$ cat src/rtl/parallel_to_serial.sv
// Purpose : serialises WIDTH-bit parallel words onto a 1-bit stream, MSB first.
// Latency : first bit of a word on dout_serial the cycle after acceptance; words stream back to back.
// Backpressure: one-word holding register; din_ready = !hold_full, drops while a word waits behind the shifter.
//
// Ports:
//   clk            sole clock, rising edge
//   rstn           asynchronous active-low reset
//   din_parallel   word to serialise (WIDTH bits)
//   din_valid      din_parallel valid this cycle
//   din_ready      word accepted this cycle when din_valid is also high (combinational from state)
//   dout_serial    serial data bit (or parity bit), registered
//   dout_valid     dout_serial carries a data bit, registered
//   dout_par_valid dout_serial carries an even-parity bit, registered (tied 0 without P2S_PARITY_EN)
//   busy           shifter or holding register occupied, registered
//
// Optional feature: define P2S_PARITY_EN to append one even-parity cycle after each word.

module parallel_to_serial #(
    parameter int WIDTH = 8
) (
    input  logic             clk,
    input  logic             rstn,
    input  logic [WIDTH-1:0] din_parallel,
    input  logic             din_valid,
    output logic             din_ready,
    output logic             dout_serial,
    output logic             dout_valid,
    output logic             dout_par_valid,
    output logic             busy
);

    localparam int                CNT_W    = $clog2(WIDTH);
    localparam logic [CNT_W-1:0] LAST_BIT = CNT_W'(WIDTH - 1);

    typedef enum logic [1:0] {
        IDLE  = 2'd0,
        SHIFT = 2'd1,
        PAR   = 2'd2
    } state_t;

    state_t           state;
    state_t           state_nxt;
    logic [WIDTH-1:0] shifter;     // bits still to be sent, aligned to the MSB
    logic [WIDTH-1:0] hold;
    logic             hold_full;
    logic             hold_full_nxt;
    logic [CNT_W-1:0] bit_cnt;     // index of the data bit currently on dout_serial
`ifdef P2S_PARITY_EN
    logic             par_bit;     // even parity of the word in the shifter
`endif

    logic             accept;
    logic             last_data;
    logic             end_word;
    logic             load_hold;
    logic             load_din;
    logic             load;
    logic             to_hold;
    logic             go_idle;
    logic [WIDTH-1:0] load_word;

    // Ready depends on the holding register only, never on din_valid.
    assign din_ready = !hold_full;

    always_comb begin
        accept    = din_valid && din_ready;
        last_data = (state == SHIFT) && (bit_cnt == LAST_BIT);
`ifdef P2S_PARITY_EN
        // With parity the reload decision moves to the edge that ends the parity cycle.
        end_word  = (state == PAR);
`else
        end_word  = last_data;
`endif
        // A waiting word always wins over a new one; when hold is full din_ready is 0 anyway.
        load_hold = end_word && hold_full;
        load_din  = accept && ((state == IDLE) || (end_word && !hold_full));
        load      = load_hold || load_din;
        to_hold   = accept && !load_din;
        go_idle   = end_word && !load;
        load_word = load_hold ? hold : din_parallel;

        hold_full_nxt = hold_full;
        if (to_hold) begin
            hold_full_nxt = 1'b1;
        end else if (load_hold) begin
            hold_full_nxt = 1'b0;
        end

        state_nxt = state;
        if (load) begin
            state_nxt = SHIFT;
        end else if (go_idle) begin
            state_nxt = IDLE;
`ifdef P2S_PARITY_EN
        end else if (last_data) begin
            state_nxt = PAR;
`endif
        end
    end

    always_ff @(posedge clk or negedge rstn) begin
        if (!rstn) begin
            state       <= IDLE;
            shifter     <= '0;
            hold        <= '0;
            hold_full   <= 1'b0;
            bit_cnt     <= '0;
            dout_serial <= 1'b0;
            dout_valid  <= 1'b0;
            busy        <= 1'b0;
`ifdef P2S_PARITY_EN
            par_bit        <= 1'b0;
            dout_par_valid <= 1'b0;
`endif
        end else begin
            state     <= state_nxt;
            hold_full <= hold_full_nxt;
            busy      <= (state_nxt != IDLE) || hold_full_nxt;

            if (to_hold) begin
                hold <= din_parallel;
            end

            if (load) begin
                // MSB goes straight to the output register; the shifter keeps the rest.
                dout_serial <= load_word[WIDTH-1];
                dout_valid  <= 1'b1;
                shifter     <= {load_word[WIDTH-2:0], 1'b0};
                bit_cnt     <= '0;
`ifdef P2S_PARITY_EN
                par_bit        <= ^load_word;
                dout_par_valid <= 1'b0;
`endif
            end else if ((state == SHIFT) && !last_data) begin
                dout_serial <= shifter[WIDTH-1];
                shifter     <= {shifter[WIDTH-2:0], 1'b0};
                bit_cnt     <= bit_cnt + 1'b1;
`ifdef P2S_PARITY_EN
            end else if (last_data) begin
                dout_serial    <= par_bit;
                dout_valid     <= 1'b0;
                dout_par_valid <= 1'b1;
                shifter        <= '0;
                bit_cnt        <= '0;
`endif
            end else if (go_idle) begin
                dout_serial <= 1'b0;
                dout_valid  <= 1'b0;
                shifter     <= '0;
                bit_cnt     <= '0;
`ifdef P2S_PARITY_EN
                dout_par_valid <= 1'b0;
`endif
            end
        end
    end

`ifndef P2S_PARITY_EN
    assign dout_par_valid = 1'b0;
`endif

endmodule

$ cat config.mk
export PLATFORM = sky130hd
export DESIGN_NAME = parallel_to_serial
export DESIGN_NICKNAME = d
export VERILOG_FILES = /design/src/rtl/parallel_to_serial.sv
export SDC_FILE = /design/constraint.sdc
export NUM_CORES = 1
export LEC_CHECK = 0
export CAP_MARGIN = 20
export CORE_ASPECT_RATIO = 0.5
export CORE_MARGIN = 2
export CORE_UTILIZATION = 35
export CTS_CLUSTER_SIZE = 28
export DETAILED_ROUTE_END_ITERATION = 10
export SYNTH_ARGS = -nofsm -noshare
export SYNTH_HDL_FRONTEND = slang
export SYNTH_SLANG_ARGS = --single-unit
export TNS_END_PERCENT = 10
$ cat constraint.sdc
create_clock -name clk -period 3.6 [get_ports clk]
set_input_delay 0.72 -clock clk [delete_from_list [all_inputs] [get_ports clk]]
set_output_delay 0.72 -clock clk [all_outputs]
set_load 0.005 [all_outputs]
# After elaboration in Yosys (flattened, before gate mapping)
# Cells that the tools add are included.
[classes]
n_eq_ne = 3
n_addsub = 1
reduce_logical = 20
n_mux = 16
[ops]
columns = ["cell", "count"]
rows = [
  ["8-bit 2-to-1 mux", 4],
  ["3-bit 2-to-1 mux", 3],
  ["1-bit logical AND", 8],
  ["1-bit 2-to-1 mux", 7],
  ["1-bit logical NOT", 4],
  ["2-bit 2-to-1 mux", 2],
  ["2-bit nonzero test", 2],
  ["3-bit by 1-bit adder with 3-bit output, second input constant", 1],
  ["3-bit == test, second input constant", 1],
  ["1-bit logical OR", 3],
  ["3-bit nonzero test", 1],
  ["2-bit by 1-bit == test with 1-bit output, second input constant", 1],
  ["2-bit logical NOT", 1],
  ["2-bit inequality test, second input constant", 1],
  ["2-bit AND reduction", 1],
]
[word_totals]
regBits = 25

# Longest topological paths before layout
# Gate-level depths: netlist of run 1.
[depth]
depth_word = 12
mapped_depth = 6
ltp_nobuf = 5

# Least setup slack after synthesis of run 1
# Ideal clock, no wire load.
[synth_timing]
kind = "flip-flop to flip-flop"
startpoint = "reg bit_cnt[0]"
endpoint = "reg dout_serial"
arrival_ps = 1570
path_stages_with_launch = 7
required_ps = 3456
period_less_slack_ps = 1714
setup_slack_ps = 1886
setup_time_ps = 144
path_cell_list = "dfrtp_1 -> ha_1 -> ha_1 -> nand4b_1 -> buf_1 -> mux2i_1 -> o221ai_1"
[synth_via]
elab_chain_cells = 9
word_cells_on_any_way = 15
cone_classes = "eq/ne (1); mux (3); reduce/logical (11)"
[synth_lines]
columns = ["item", "line_no", "rtl"]
rows = [
  ["start: declaration", "47", "logic [CNT_W-1:0] bit_cnt;"],
  ["start signal: assignment", "137", "bit_cnt <= bit_cnt + 1'b1;"],
  ["3-bit == test *", "67", "last_data = (state == SHIFT) && (bit_cnt == LAST_BIT);"],
  ["1-bit logical AND *", "67", ""],
  ["1-bit logical AND", "76", "load_din = accept && ((state == IDLE) || (end_word && !hold_full));"],
  ["1-bit logical OR", "76", ""],
  ["1-bit logical AND", "76", ""],
  ["1-bit logical OR", "77", "load = load_hold || load_din;"],
  ["1-bit logical NOT", "79", "go_idle = end_word && !load;"],
  ["1-bit logical AND", "79", ""],
  ["3-bit nonzero test (no line)", "-", ""],
  ["end signal: assignment", "126", "dout_serial <= load_word[WIDTH-1];"],
  ["end signal: assignment", "135", "dout_serial <= shifter[WIDTH-1];"],
  ["end: declaration", "26", "output logic dout_serial,"],
]
# Every way passes the cells marked *; elsewhere a longest branch is shown, timed or not.
# A chain may end at the register's enable or synchronous reset.

# Worst setup path after layout of run 1
[layout_timing]
startpoint = "reg hold_full"
endpoint = "out din_ready"
[layout_via]
elab_chain_cells = 1
[layout_lines]
columns = ["item", "line_no", "rtl"]
rows = [
  ["start: declaration", "45", "logic hold_full;"],
  ["start signal: assignment", "117", "hold_full <= hold_full_nxt;"],
  ["1-bit logical NOT", "63", "assign din_ready = !hold_full;"],
  ["end: declaration", "25", "output logic din_ready,"],
]
# Every way passes these cells.

==> results of run 1 <==
[cell families (layout without fill, tap and decap cells)]
logic type | Yosys count | after routing
AND/OR/NAND/NOR | 23 | 23
flip-flops | 24 | 24
buffers and inverters | 14 | 28
adder cells (fa/ha/maj) | 2 | 2
other | 1 | 1
AO/OA/AOI/OAI | 18 | 18
multiplexers | 15 | 15
[synth_stat cells (all sizes together), types with 2 or more instances]
cell type	count	share of area (%)
mux2i	7	6.2
inv	9	3.0
nor3b	2	1.8
mux2	8	8.0
a21oi	3	1.3
o221ai	7	5.4
nand2b	2	1.1
a22o	2	1.6
nor2	3	1.0
nand2	8	2.7
buf	3	1.3
nor2b	2	1.8
dfrtp	24	53
clkbuf	2	0.78
ha	2	2.2
[worst register-to-register path: cells and delay by family, from the launching register on]
family / cells / cell delay [ns]
adders and majority gates: 2 / 0.42
and+or+nand+nor: 1 / 0.51
muxes: 1 / 0.33
DFF: 1 / 0.38
AOI/OAI and AO/OA: 1 / 0.13
[layout make-up]
| class | count | area share, % |
|---|---|---|
| sequential | 24 | 43.7 |
| multi-input combinational | 59 | 34.2 |
| timing repair buffer | 15 | 10.7 |
| tap | 40 | 3.64 |
| clock buffer | 3 | 3.01 |
| inverter | 9 | 2.46 |
| clock inverter | 1 | 2.19 |
[sequential cells by signal, summed over array words and instances, names as in the netlist]
register / flops
bit_cnt: 3
busy: 1
dout_serial: 1
dout_valid: 1
hold: 8
hold_full: 1
shifter: 7
state: 2
[routing by layer]
layer,wire [µm],vias to the layer above,share of wire (%),GRT usage (%)
li1,-,371,-,-
met1,973,372,48,16.2
met2,902,22,45,19.5
met3,90,6,4.5,3.54
met4,40,0,2.0,6.77
met5,0,-,0,0
[worst max path at each step]
stage / cells past startpoint / start / to
floorplan: 6 / bit_cnt[0] / dout_serial
global placement: 4 / din_valid / shifter[6]
detailed placement: 4 / din_valid / shifter[6]
CTS: 2 / hold_full / din_ready
global route: 2 / hold_full / din_ready
finish: 2 / hold_full / din_ready
[power by group through the flow]
stage          clock network [mW]  logic, mW  registers, mW
5_1_grt                     0.256      0.455          0.466
2_1_floorplan                   0      0.314          0.438
3_3_place_gp                    0      0.399          0.450
3_5_place_dp                    0      0.409          0.455
6_report                    0.238      0.403          0.449
4_1_cts                     0.246      0.410          0.449
[through the flow]
step                total power [mW]  hold slack [ns]
finish                          1.09            0.481
global route                    1.18            0.505
CTS                             1.10            0.480
detailed placement             0.863            0.469
global placement               0.849            0.465
floorplan                      0.752            0.424
==> results.yml, run 1 <==
run_status:
  outcome: "finished clean"
floorplan:
  fp-row-count: 14
  vertical_die_dimension_um: 44.2
  start_util_pct: 37.2
  core-area_mm2: 0.00303
  die_area_mm2: 0.00372
  die_width_um: 84.3
  io_pins: 16
clocking:
  tritoncts: "done"
  cts-htree-levels: 1
  cts_hold_buffers: 0
  clkSinkCount: 24
  clk_pin_slew_ns: 0.08
  cts_buffers: 3
  root_buffer: "clkbuf_8"
  clockBufferDepth: 2
  post_cts_resized: 0
  worstSkewPairLatency_ns: 0.27
  post_cts.repair.setup_buffers: 0
worst_setup_path:
  worst-path-buf-inv: 2
  critPathMaxFanout: 7
  cp_class: "reg -> out"
  critPathLaunchType: "flip-flop"
  critical-path-top-delay-family: "buffers and inverters"
  max_stage_delay_ns: 0.50
  timing.rr.end: "shifter[6]"
  critical_path.reg2reg.startpoint: "bit_cnt[0]"
  critical_path.slowest_cell: "clkdlybuf4s50_1"
  cp_cell_sequence: "inv_1 > clkdlybuf4s50_1"
  arrival_ns: 1.32
  critPathRequiredTime_ns: 2.88
  worst_r2r_path_depth: 5
  reg2reg_slack_ns: 1.69
  cp-end-kind: "primary output"
place:
  io_buffers: 14
  place.gp.congestion: 0.767
  placed_area_mm2: 0.00130
  post-place-ws_ns: 1.32
  hpwl_um: 1390
  placed_cells_incl_taps: 147
timing:
  drv_slew: 0
  unrepaired_setup_endpoints_after_global_routing: "false"
  setup_viol_count_final: 0
  fmax_mhz: 490
  final_hold_vios: 0
  worst_pin_slew_ns: 0.663
  setup_total_negative_slack_ns: 0
  fin_crit_ns: 2.04
  share_of_the_clock_period_used_by_the_worst_path_pct: 56.7
  finalWorstSetupSlack_ns: 1.56
  skew_ns: 0.00566
  max_slew_margin_pct: 55.8
yosys:
  postSynth.topFlopCell: "dfrtp_1"
  sequential_cell_area_fraction_in_the_yosys_report_pct: 53.2
  postSynthAreaPerCell_um2: 11.6
  netlist-cell-type-count: 32
  synthSimpleGateAreaFrac_pct: 12.4
  synth_seq_cells: 24
  synthesis_warnings: 0
  synth_top_family_by_area: "multiplexers"
  post_synthesis_share_of_cell_area_spent_on_xor_and_xnor_gates_pct: 0
  post_synth_adder_cell_area_pct: 2.22
  mux_contribution_to_synthesized_area_pct: 14.2
  synth_edf_count: 0
  share_of_the_synthesized_area_in_compound_gates_ao_oa_aoi_oai_pct: 12.5
  synth_async_sr_flop_share_pct: 100
  syn-cell-area_mm2: 0.00113
  synth_cells: 97
  synth_fp_nets: 110
pwr:
  vdd_ir_drop_max_mv: 0.240
  power_switching_share_pct: 31.6
  switching_power_mw: 0.344
  power.density_cell_area_mw_per_mm2: 793
  intPower_mw: 0.746
  p_comb_share_pct: 37.0
  power_frac_clock_pct: 21.8
  power.static_leakage_nw: 0.658
  pwr-share-seq_pct: 41.2
finish:
  final_core_utilization_pct: 45.3
  instances_no_fill: 151
  multiInputGateArea_um2: 470
  top_library_cells_by_usage_in_the_layout_fill_and_taps_aside: "dfrtp_1 (24), clkdlybuf4s50_1 (14), inv_1 (9)"
  syn2layout_area_growth_pct: 21.7
  postLayoutCellArea_mm2: 0.00137
  n_antenna_cell: 0
  final_common_cell: "dfrtp_1"
  fraction_of_final_layout_cells_sized_beyond_drive_strength_1_pct: 15.3
  register_area_um2: 601
  layout.filler_cells: 271
  finish.net_count: 125
grt:
  grt.overflow.total: 0
  vias_in_the_first_global_route: 747
  maximum_number_of_pins_on_one_net_before_global_route_repair: 25
  grt_pass1_wl_um: 3460
  antenna_found_initial: 0
  grt_use_total_pct: 12.5
drt:
  routedWlPerCell_um: 13.3
  routed_wirelength_um: 2010
  detail_route.drc_violations: 0
  drt_iter0_drc: 33
  route.vias.total: 771
  routed_via_density: 5.11
  antenna_left: 0
  detailedRoute.firstPassIterationCount: 4
worst_hold_path:
  worstHoldPathType: "reg -> reg"
  min_from: "bit_cnt[0]"
  worst_hold_path.endpoint: "bit_cnt[0]"
  whs_path_depth: 1
run:
  max_cap_viol_count: 0
Power figures use the tool's default switching activity.
==> inputs of run 2 (changes only) <==
- clock period: 3.6 -> 1.85 ns (I/O delays scaled with it)
==> run 2 against run 1 <==
Compared with the run above: combinational power rose by 120%; sequential share of layout area is 1.6 points lower; cell area up 3.8%; highest routed layer unchanged; clock power up 48%.
==> results.yml, run 2 (synthesis results as in run 1) <==
floorplan:
  die_area_mm2: 0.00372
  core-area_mm2: 0.00303
  vertical_die_dimension_um: 44.2
  fp-row-count: 14
  io_pins: 16
  start_util_pct: 37.2
  die_width_um: 84.3
pwr:
  vdd_ir_drop_max_mv: 0.493
  switching_power_mw: 0.692
  power_frac_clock_pct: 16.6
  fin_total_pwr_mw: 2.13
  intPower_mw: 1.43
  p_comb_share_pct: 42.3
  power.density_cell_area_mw_per_mm2: 1490
  power.static_leakage_nw: 0.689
  power_switching_share_pct: 32.6
  pwr-share-seq_pct: 41.1
drt:
  routed_wirelength_um: 2070
  drt_iter0_drc: 21
  antenna_left: 0
  route.vias.total: 780
  routed_via_density: 4.97
  routedWlPerCell_um: 13.2
  detail_route.drc_violations: 0
  detailedRoute.firstPassIterationCount: 4
grt:
  vias_in_the_first_global_route: 794
  grt_pass1_wl_um: 3730
  antenna_found_initial: 0
  grt_use_total_pct: 13.3
  maximum_number_of_pins_on_one_net_before_global_route_repair: 25
  grt.overflow.total: 0
clocking:
  tritoncts: "done"
  cts-htree-levels: 1
  clkSinkCount: 24
  clk_pin_slew_ns: 0.08
  cts_buffers: 3
  root_buffer: "clkbuf_8"
  worstSkewPairLatency_ns: 0.27
  clockBufferDepth: 2
timing:
  setup_viol_count_final: 0
  drv_slew: 0
  finalWorstSetupSlack_ns: 0.118
  fmax_mhz: 577
  share_of_the_clock_period_used_by_the_worst_path_pct: 93.6
  hold_slack_ns: 0.454
  skew_ns: 0.00404
  final_hold_vios: 0
  fin_crit_ns: 1.73
  unrepaired_setup_endpoints_after_global_routing: "false"
place:
  place.gp.congestion: 0.771
  placed_cells_incl_taps: 153
  placed_area_mm2: 0.00136
  post-place-ws_ns: -0.0388
  io_buffers: 14
  hpwl_um: 1440
finish:
  largest-register: "hold"
  syn2layout_area_growth_pct: 26.4
  top_library_cells_by_usage_in_the_layout_fill_and_taps_aside: "dfrtp_1 (24), clkdlybuf4s50_1 (14), inv_1 (9)"
  instances_no_fill: 157
  n_antenna_cell: 0
  layout.filler_cells: 288
  final_common_cell: "dfrtp_1"
  biggestRegsByFlops: "hold (8), shifter (7), bit_cnt (3)"
  postLayoutCellArea_mm2: 0.00143
  finish.net_count: 131
  largest_register_ffs: 8
  fraction_of_final_layout_cells_sized_beyond_drive_strength_1_pct: 20.5
worst_setup_path:
  arrival_ns: 1.89
  cp-end-kind: "flip-flop"
  critPathRequiredTime_ns: 2.01
  worst_r2r_path_depth: 6
  critPathMaxFanout: 4
  cp_class: "reg -> reg"
  critPathLaunchType: "flip-flop"
run:
  max_cap_viol_count: 0
worst_hold_path:
  worstHoldPathType: "in -> async"
run_status:
  outcome: "finished clean"
## run 2: cell types whose count changed in the layout (fill, tap and decap cells not counted), sizes merged
cell    delta
buf        +6
clkbuf     +1
bufinv     -1
## run 2: power by group through the flow
stage	logic, mW	clock network, mW	registers [mW]
after CTS	0.886	0.367	0.877
after global routing	1.00	0.392	0.913
after detailed placement	0.883	0	0.887
final	0.899	0.352	0.874
after global placement	0.855	0	0.874
after floorplan	0.610	0	0.853
## run 2: timing repair
action                     CTS  global route
resized for setup            0             2
hold buffers                 0             0
setup buffers                0             0
setup endpoints to repair    0            15
## run 2: worst paths after layout
check | endpoint | startpoint | slack [ns]
max | shifter[1] | bit_cnt[0] | 0.12
min | hold[2] | rstn | 0.45
max reg2reg | shifter[1] | bit_cnt[0] | 0.12
min reg2reg | dout_serial | shifter[7] | 0.49
max in group asynchronous | shifter[2] | rstn | 1.16
min in group clk | dout_serial | shifter[7] | 0.49
## run 2: worst max-delay path, cell delays in order, from the launching register on
cell	delay [ns]
dfrtp_1	0.41
ha_1	0.21
ha_1	0.22
buf_4	0.16
and3b_2	0.22
and3_1	0.18
a211o_1	0.22
## run 2: metrics by stage
stage               utilization (%)  setup TNS, ns
detailed placement             44.9         -0.172
floorplan                         -              0
finish                         47.1              0
global placement               44.9        -0.0932
CTS                            46.7              0
global route                   47.1              0
## run 2: layout make-up
| cell class | instances | area [µm²] | share of cell area (%) |
|---|---|---|---|
| sequential | 24 | 601 | 42.1 |
| multi-input combinational | 59 | 482 | 33.8 |
| timing repair buffer | 21 | 205 | 14.4 |
| clock buffer | 4 | 55.1 | 3.86 |
| tap | 40 | 50.0 | 3.51 |
| inverter | 9 | 33.8 | 2.37 |
## run 2: metal layers
layer | vias to the layer above | track usage (%) | part of all wire, %
met2 | 9 | 21.4 | 43
met3 | 2 | 4.10 | 3.1
met4 | 0 | 5.81 | 1.3
li1 | 383 | - | -
met5 | - | 0 | 0
met1 | 386 | 17.0 | 52
